[config.mk]
export PLATFORM = sky130hd
export DESIGN_NAME = instruction_prefetch_queue_flat
export DESIGN_NICKNAME = d
export VERILOG_FILES = /design/src/rtl/instruction_prefetch_queue_pkg.sv /design/src/rtl/avalon_mm_read.sv /design/src/rtl/instruction_fifo.sv /design/src/rtl/instruction_prefetch_queue.sv /design/src/flat_wrapper.sv
export SDC_FILE = /design/constraint.sdc
export NUM_CORES = 1
export LEC_CHECK = 0
export CELL_PAD_IN_SITES_DETAIL_PLACEMENT = 0
export CELL_PAD_IN_SITES_GLOBAL_PLACEMENT = 2
export CORE_UTILIZATION = 38
export DETAILED_ROUTE_END_ITERATION = 12
export PLACE_DENSITY = 0.86
export SYNTH_ARGS = -nofsm -noshare
export SYNTH_HDL_FRONTEND = slang
export SYNTH_SLANG_ARGS = --single-unit
[constraint.sdc]
create_clock -name clk -period 4.45 [get_ports clk]
set_input_delay 0.89 -clock clk [delete_from_list [all_inputs] [get_ports clk]]
set_output_delay 0.89 -clock clk [all_outputs]
set_load 0.005 [all_outputs]
[src/rtl/instruction_prefetch_queue_pkg.sv]
// Shared types and constants for the instruction prefetch queue.
package Types;

  typedef enum logic {
    FETCH_IDLE,
    FETCH_REQ
  } fetch_state_t;

  localparam int unsigned INSTRUCTION_BYTES = 4;

  function automatic logic [31:0] word_align(input logic [31:0] addr);
    return {addr[31:2], 2'b00};
  endfunction

endpackage

[src/rtl/avalon_mm_read.sv]
// Avalon-MM read-only host/agent bundle (pipelined reads with readdatavalid).
interface AvalonMmRead;
  logic [31:0] address;
  logic        read;
  logic        waitrequest;
  logic        readdatavalid;
  logic [31:0] agent_to_host;

  modport Host  (output address, read, input waitrequest, readdatavalid, agent_to_host);
  modport Agent (input address, read, output waitrequest, readdatavalid, agent_to_host);
endinterface

[src/rtl/instruction_fifo.sv]
// Synchronous FIFO with registered storage, flush, and occupancy count.
module instruction_fifo #(
  parameter int unsigned WIDTH = 32,
  parameter int unsigned DEPTH = 4
) (
  input  logic                     clk,
  input  logic                     rst,
  input  logic                     flush,
  input  logic                     push,
  input  logic [WIDTH-1:0]         push_data,
  input  logic                     pop,
  output logic [WIDTH-1:0]         head,
  output logic                     valid,
  output logic [$clog2(DEPTH):0]   occupancy
);

  localparam int unsigned AW = $clog2(DEPTH);
  localparam logic [AW:0] FULL_COUNT = (AW + 1)'(DEPTH);

  logic [WIDTH-1:0] mem [DEPTH];
  logic [AW-1:0]    head_ptr;
  logic [AW-1:0]    tail_ptr;
  logic             full;
  logic             do_push;
  logic             do_pop;

  assign valid   = (occupancy != '0);
  assign full    = (occupancy == FULL_COUNT);
  assign do_pop  = pop && valid;
  // A full FIFO still accepts a write when the head leaves in the same cycle.
  assign do_push = push && (!full || do_pop);
  assign head    = mem[head_ptr];

  always_ff @(posedge clk) begin
    if (!rst) begin
      head_ptr  <= '0;
      tail_ptr  <= '0;
      occupancy <= '0;
      mem       <= '{default: '0};
    end else if (flush) begin
      head_ptr  <= '0;
      tail_ptr  <= '0;
      occupancy <= '0;
    end else begin
      if (do_push) begin
        mem[tail_ptr] <= push_data;
        tail_ptr      <= tail_ptr + 1'b1;
      end
      if (do_pop) begin
        head_ptr <= head_ptr + 1'b1;
      end
      if (do_push && !do_pop) begin
        occupancy <= occupancy + 1'b1;
      end else if (do_pop && !do_push) begin
        occupancy <= occupancy - 1'b1;
      end
    end
  end

endmodule

[src/rtl/instruction_prefetch_queue.sv]
// Prefetches instruction words over Avalon-MM, buffers them with their PCs,
// and hands the oldest one to the core; redirects flush and restart fetching.
module instruction_prefetch_queue
  import Types::*;
#(
  parameter int unsigned DEPTH    = 4,
  parameter logic [31:0] RESET_PC = 32'h0000_0000
) (
  input  logic              clk,
  input  logic              rst,
  AvalonMmRead.Host         instruction_manager,
  input  logic              redirect,
  input  logic [31:0]       redirect_pc,
  output logic              ir_valid,
  output logic [31:0]       ir,
  output logic [31:0]       ir_pc,
  input  logic              ir_ready
);

  localparam int unsigned CW = $clog2(DEPTH) + 1;
  localparam logic [CW:0] DEPTH_W = (CW + 1)'(DEPTH);

  fetch_state_t state;
  fetch_state_t state_next;

  logic [31:0]   fetch_pc;
  logic [31:0]   redir_pc;
  logic          redir_pending;
  logic [CW-1:0] discard;
  logic [CW-1:0] discard_next;
  logic [CW-1:0] inflight;
  logic [CW-1:0] inflight_next;
  logic [CW-1:0] occupancy;
  logic [CW:0]   occ_est;
  logic [31:0]   resp_pc;
  logic          resp_pc_valid;

  logic accept;
  logic stalled;
  logic accept_live;
  logic accept_stale;
  logic keep;
  logic drop;
  logic pop;
  logic credit;

  assign instruction_manager.read    = (state == FETCH_REQ);
  assign instruction_manager.address = fetch_pc;

  assign accept       = (state == FETCH_REQ) && !instruction_manager.waitrequest;
  assign stalled      = (state == FETCH_REQ) && instruction_manager.waitrequest;
  assign accept_stale = accept && (redirect || redir_pending);
  assign accept_live  = accept && !redirect && !redir_pending;
  assign keep = instruction_manager.readdatavalid && resp_pc_valid && (discard == '0) && !redirect;
  assign drop = instruction_manager.readdatavalid && ((discard != '0) || redirect);
  assign pop  = ir_valid && ir_ready && !redirect;

  // Live in-flight reads are exactly the entries of the return-PC FIFO.
  instruction_fifo #(
    .WIDTH (32),
    .DEPTH (DEPTH)
  ) u_return_pc (
    .clk       (clk),
    .rst       (rst),
    .flush     (redirect),
    .push      (accept_live),
    .push_data (fetch_pc),
    .pop       (keep),
    .head      (resp_pc),
    .valid     (resp_pc_valid),
    .occupancy (inflight)
  );

  instruction_fifo #(
    .WIDTH (64),
    .DEPTH (DEPTH)
  ) u_queue (
    .clk       (clk),
    .rst       (rst),
    .flush     (redirect),
    .push      (keep),
    .push_data ({instruction_manager.agent_to_host, resp_pc}),
    .pop       (pop),
    .head      ({ir, ir_pc}),
    .valid     (ir_valid),
    .occupancy (occupancy)
  );

  // Credit looks at next-cycle counters but never at ir_ready; a response landing
  // on a redirect edge is charged against the old stream via discard.
  always_comb begin
    inflight_next = redirect ? '0 : inflight + CW'(accept_live) - CW'(keep);
    discard_next  = discard + (redirect ? inflight : '0) + CW'(accept_stale) - CW'(drop);
    occ_est       = redirect ? '0 : {1'b0, occupancy} + (CW + 1)'(keep);
    credit        = (occ_est + {1'b0, inflight_next} < DEPTH_W) &&
                    ({1'b0, discard_next} + {1'b0, inflight_next} < DEPTH_W);

    state_next = state;
    unique case (state)
      FETCH_IDLE: if (credit) state_next = FETCH_REQ;
      FETCH_REQ:  if (accept && !credit) state_next = FETCH_IDLE;
    endcase
  end

  always_ff @(posedge clk) begin
    if (!rst) begin
      state         <= FETCH_IDLE;
      fetch_pc      <= RESET_PC;
      redir_pc      <= RESET_PC;
      redir_pending <= 1'b0;
      discard       <= '0;
    end else begin
      state   <= state_next;
      discard <= discard_next;
      // A stalled command keeps its address; the new PC is parked until it is accepted.
      if (redirect && stalled) begin
        redir_pending <= 1'b1;
        redir_pc      <= word_align(redirect_pc);
      end else if (redirect) begin
        redir_pending <= 1'b0;
        fetch_pc      <= word_align(redirect_pc);
      end else if (accept) begin
        redir_pending <= 1'b0;
        fetch_pc      <= redir_pending ? redir_pc : fetch_pc + INSTRUCTION_BYTES;
      end
    end
  end

endmodule

[src/flat_wrapper.sv]
// flat-port wrapper written by rule: the top's interface ports become plain ports
module instruction_prefetch_queue_flat import Types::*;
#(
  parameter int unsigned DEPTH    = 4,
  parameter logic [31:0] RESET_PC = 32'h0000_0000
)
  (clk, rst, redirect, redirect_pc, ir_valid, ir, ir_pc, ir_ready, instruction_manager_address, instruction_manager_read, instruction_manager_waitrequest, instruction_manager_readdatavalid, instruction_manager_agent_to_host);
  AvalonMmRead instruction_manager_i ();
  input  logic clk;
  input  logic rst;
  input  logic redirect;
  input  logic [31:0] redirect_pc;
  output logic ir_valid;
  output logic [31:0] ir;
  output logic [31:0] ir_pc;
  input  logic ir_ready;
  output wire logic [$bits(instruction_manager_i.address)-1:0] instruction_manager_address;
  output wire logic [$bits(instruction_manager_i.read)-1:0] instruction_manager_read;
  input wire logic [$bits(instruction_manager_i.waitrequest)-1:0] instruction_manager_waitrequest;
  input wire logic [$bits(instruction_manager_i.readdatavalid)-1:0] instruction_manager_readdatavalid;
  input wire logic [$bits(instruction_manager_i.agent_to_host)-1:0] instruction_manager_agent_to_host;
  assign instruction_manager_address = instruction_manager_i.address;
  assign instruction_manager_read = instruction_manager_i.read;
  assign instruction_manager_i.waitrequest = instruction_manager_waitrequest;
  assign instruction_manager_i.readdatavalid = instruction_manager_readdatavalid;
  assign instruction_manager_i.agent_to_host = instruction_manager_agent_to_host;
  instruction_prefetch_queue #(.DEPTH(DEPTH), .RESET_PC(RESET_PC)) u_core (.clk(clk), .rst(rst), .instruction_manager(instruction_manager_i), .redirect(redirect), .redirect_pc(redirect_pc), .ir_valid(ir_valid), .ir(ir), .ir_pc(ir_pc), .ir_ready(ir_ready));
endmodule
==> run_results.csv <==
group,metric,value,unit
floorplanning,rows,83,
yosys,synth-xor-area-share,0.0105,
clocking,hold_buffers,0,
global_route,grt_antenna_before_repair,0,
placed_design,hpwl,31900,µm
setup_path,required,3.56,ns
floorplanning,die_x,230,µm
pwr,p_leak,11.0,nW
yosys,synth_most_common_cell,"dfxtp_1",
clocking,cts_root_buf,"clkbuf_16",
pwr,power.total,9.38,mW
global_route,use_met1,0.250,
yosys,synth_edf_count,0,
sta,finalCriticalPeriod,3.57,ns
clocking,tritoncts,"built",
yosys,synthMuxAreaShare,0.295,
routing,wl,49600,µm
yosys,synthDistinctLibCells,67,
setup_path,worst-path-max-fanout,39,
yosys,yosysTopAreaCellShare,0.453,
clocking,clockBufferDepth,3,
yosys,netlist_top_cells_area,"dfxtp_1 45%, mux2i_1 19%, mux4_2 10%, nor2_1 7.6%, nand2_1 2.4%",
sta,slew_violations,0,
routing,vias_per_cell,5.20,
final_layout,final_nets,2123,
run_status,status,"finished, final reports clean",
floorplanning,boundaryPins,168,
yosys,synthCells,1936,
final_layout,drive_gt1_frac,0.116,
placed_design,place_congestion,0.789,
floorplanning,initial_utilization,0.385,
yosys,synthesis.area,0.0198,mm²
clocking,cts_setup_buffers,0,
setup_path,crit_type,"reg -> out",
routing,drc,0,
worst_hold_path,hp-class,"reg -> reg",
placed_design,portBuffers,161,
setup_path,startpoint_type,"flop",
global_route,grtUsageTotal,0.187,
clocking,cts_buffers,50,
yosys,synth_commonest_cells,"447 x dfxtp_1, 401 x nor2_1, 376 x mux2i_1",
routing,drt-initial-drc-count,776,
pwr,powerDensity,395,mW/mm²
pwr,ir_drop,246,µV
sta,finClkSkew,0.0187,ns
clocking,htree_levels,2,
sta,worst_slew_pin_slew,1.01,ns
final_layout,diodes,0,
sta,setup_viol,0,
clocking,clock_latency,0.59,ns
clocking,cts.sinks,447,
yosys,yosys_warnings,0,
clocking,ctsResizeCount,0,
sta,hold_violations,0,
yosys,synthAdderAreaFrac,0.0177,
yosys,ys_seq_elements,447,
global_route,use_met2,0.307,
sta,finalSetupTns,0,ns
yosys,synth-simple-area-share,0.139,
routing,num_vias,14298,
setup_path,cp_data_arrival_time,2.68,ns
global_route,use_met3,0.0348,
routing,ant_nets,0,
placed_design,place_ws,0.342,ns
yosys,synth-seq-area-share,0.453,
global_route,grt_pass1_wl,79000,µm
sta,slew_headroom,0.325,
yosys,syn_avg_cell_area,10.2,µm²
floorplanning,die-height,230,µm
yosys,synth_compound_area_frac,0.0435,
global_route,grt_pass1_vias,14140,
global_route,grt_overflow,0,
global_route,busiest_layer,"met2",
sta,fmax,280,MHz
clocking,clk_pin_slew,0.06,ns
routing,wire_per_inst,18.0,µm
global_route,grt_max_degree,214,
final_layout,area_growth,20.1,%
job,drv_cap,0,
floorplanning,dieArea,0.0529,mm²
setup_path,end_kind,"output port",
yosys,synth_top_area_cell,"dfxtp_1",
floorplanning,core_area,0.0513,mm²
sta,rsz0062_at_grt,"no",
sta,min_period_over_period,0.803,
yosys,synth_top_family_by_area,"multiplexers",
sta,worst_slack,0.878,ns
yosys,async_reset_ff_frac,0,
final_layout,final_core_util,0.462,
routing,drt_first_pass_iters,5,
yosys,synth_ff_type,"dfxtp_1",
[final cells by class]
cell class              instances  area, µm²
multi-input cells            1300      10100
fillers                      4833      27600
inverters                      29        116
clock buffers                  75       1520
repair buffers                200       2000
clock inverters                16        184
flip-flops and latches        447       8960
well taps                     680        851
[routing by layer]
layer / share of wire / routed length (µm)
met2: 0.46 / 22900
met1: 0.47 / 23100
met5: 0 / 0
met4: 0.022 / 1100
met3: 0.049 / 2400
[cells by family (layout without fill, tap and decap cells)]
kind of cell             count (synthesis)  after routing
AND/OR/NAND/NOR                        641            641
adder cells (fa/ha/maj)                 25             25
AO/OA/AOI/OAI                          140            140
multiplexers                           468            468
flip-flops                             447            447
buffers and inverters                  192            320
XOR/XNOR                                22             22
other                                    1              4
[critical path, stage by stage, from the launching register on]
cell             delay [ns]
dfxtp_4                0.80
buf_4                  0.38
mux4_2                 0.40
clkdlybuf4s50_1        0.47
[worst paths after layout]
kind,slack [ns],from,depth (start not counted),endpoint
setup / recovery,0.88,u_core.u_queue.head_ptr[1],3,ir_pc[19]
hold / removal,0.45,u_core.redir_pc[19],2,u_core.redir_pc[19]
hold reg to reg,0.45,u_core.redir_pc[19],2,u_core.redir_pc[19]
setup reg to reg,1.10,u_core.discard[1],13,u_core.instruction_manager.read
[registers in the layout, summed over array words and instances, names as in the netlist]
name / flops
u_core.instruction_manager.read: 1
u_core.u_return_pc.occupancy: 3
u_core.redir_pending: 1
u_core.u_queue.tail_ptr: 2
u_core.u_queue.occupancy: 3
u_core.u_return_pc.mem: 120
u_core.u_return_pc.head_ptr: 2
u_core.instruction_manager.address: 30
u_core.discard: 3
u_core.u_return_pc.tail_ptr: 2
u_core.u_queue.head_ptr: 2
u_core.redir_pc: 30
u_core.u_queue.mem: 248
[cells in the final DEF (no fill, tap or decap), types with 6 or more instances in the layout]
cell type / count
a21oi_1: 49
and3_1: 9
buf_12: 8
buf_4: 31
clkbuf_1: 10
clkbuf_16: 52
clkbuf_8: 13
clkdlybuf4s50_1: 160
clkinv_2: 9
dfxtp_1: 444
ha_1: 20
inv_1: 24
mux2i_1: 376
mux4_2: 92
nand2_1: 124
nand2b_1: 10
nand3_1: 24
nand4b_1: 6
nor2_1: 401
nor3_1: 8
o211ai_1: 6
o21ai_0: 22
o21ai_1: 21
xnor2_1: 10
xor2_1: 11
[through the flow]
step	hold WS, ns	cells	instance area [µm²]
3_5_place_dp	0.445	2656	22000
5_1_grt	0.467	2747	23700
3_3_place_gp	0.437	2656	22000
6_report	0.452	2747	23700
2_1_floorplan	0.432	1939	19800
4_1_cts	0.453	2747	23700
[power by group]
| group | leakage [nW] | switching (mW) | internal (mW) |
|---|---|---|---|
| clock network | 0.842 | 1.68 | 2.53 |
| registers | 3.61 | 0.199 | 4.10 |
| logic | 6.58 | 0.473 | 0.403 |
No activity file was read; power rests on OpenSTA's default activity.
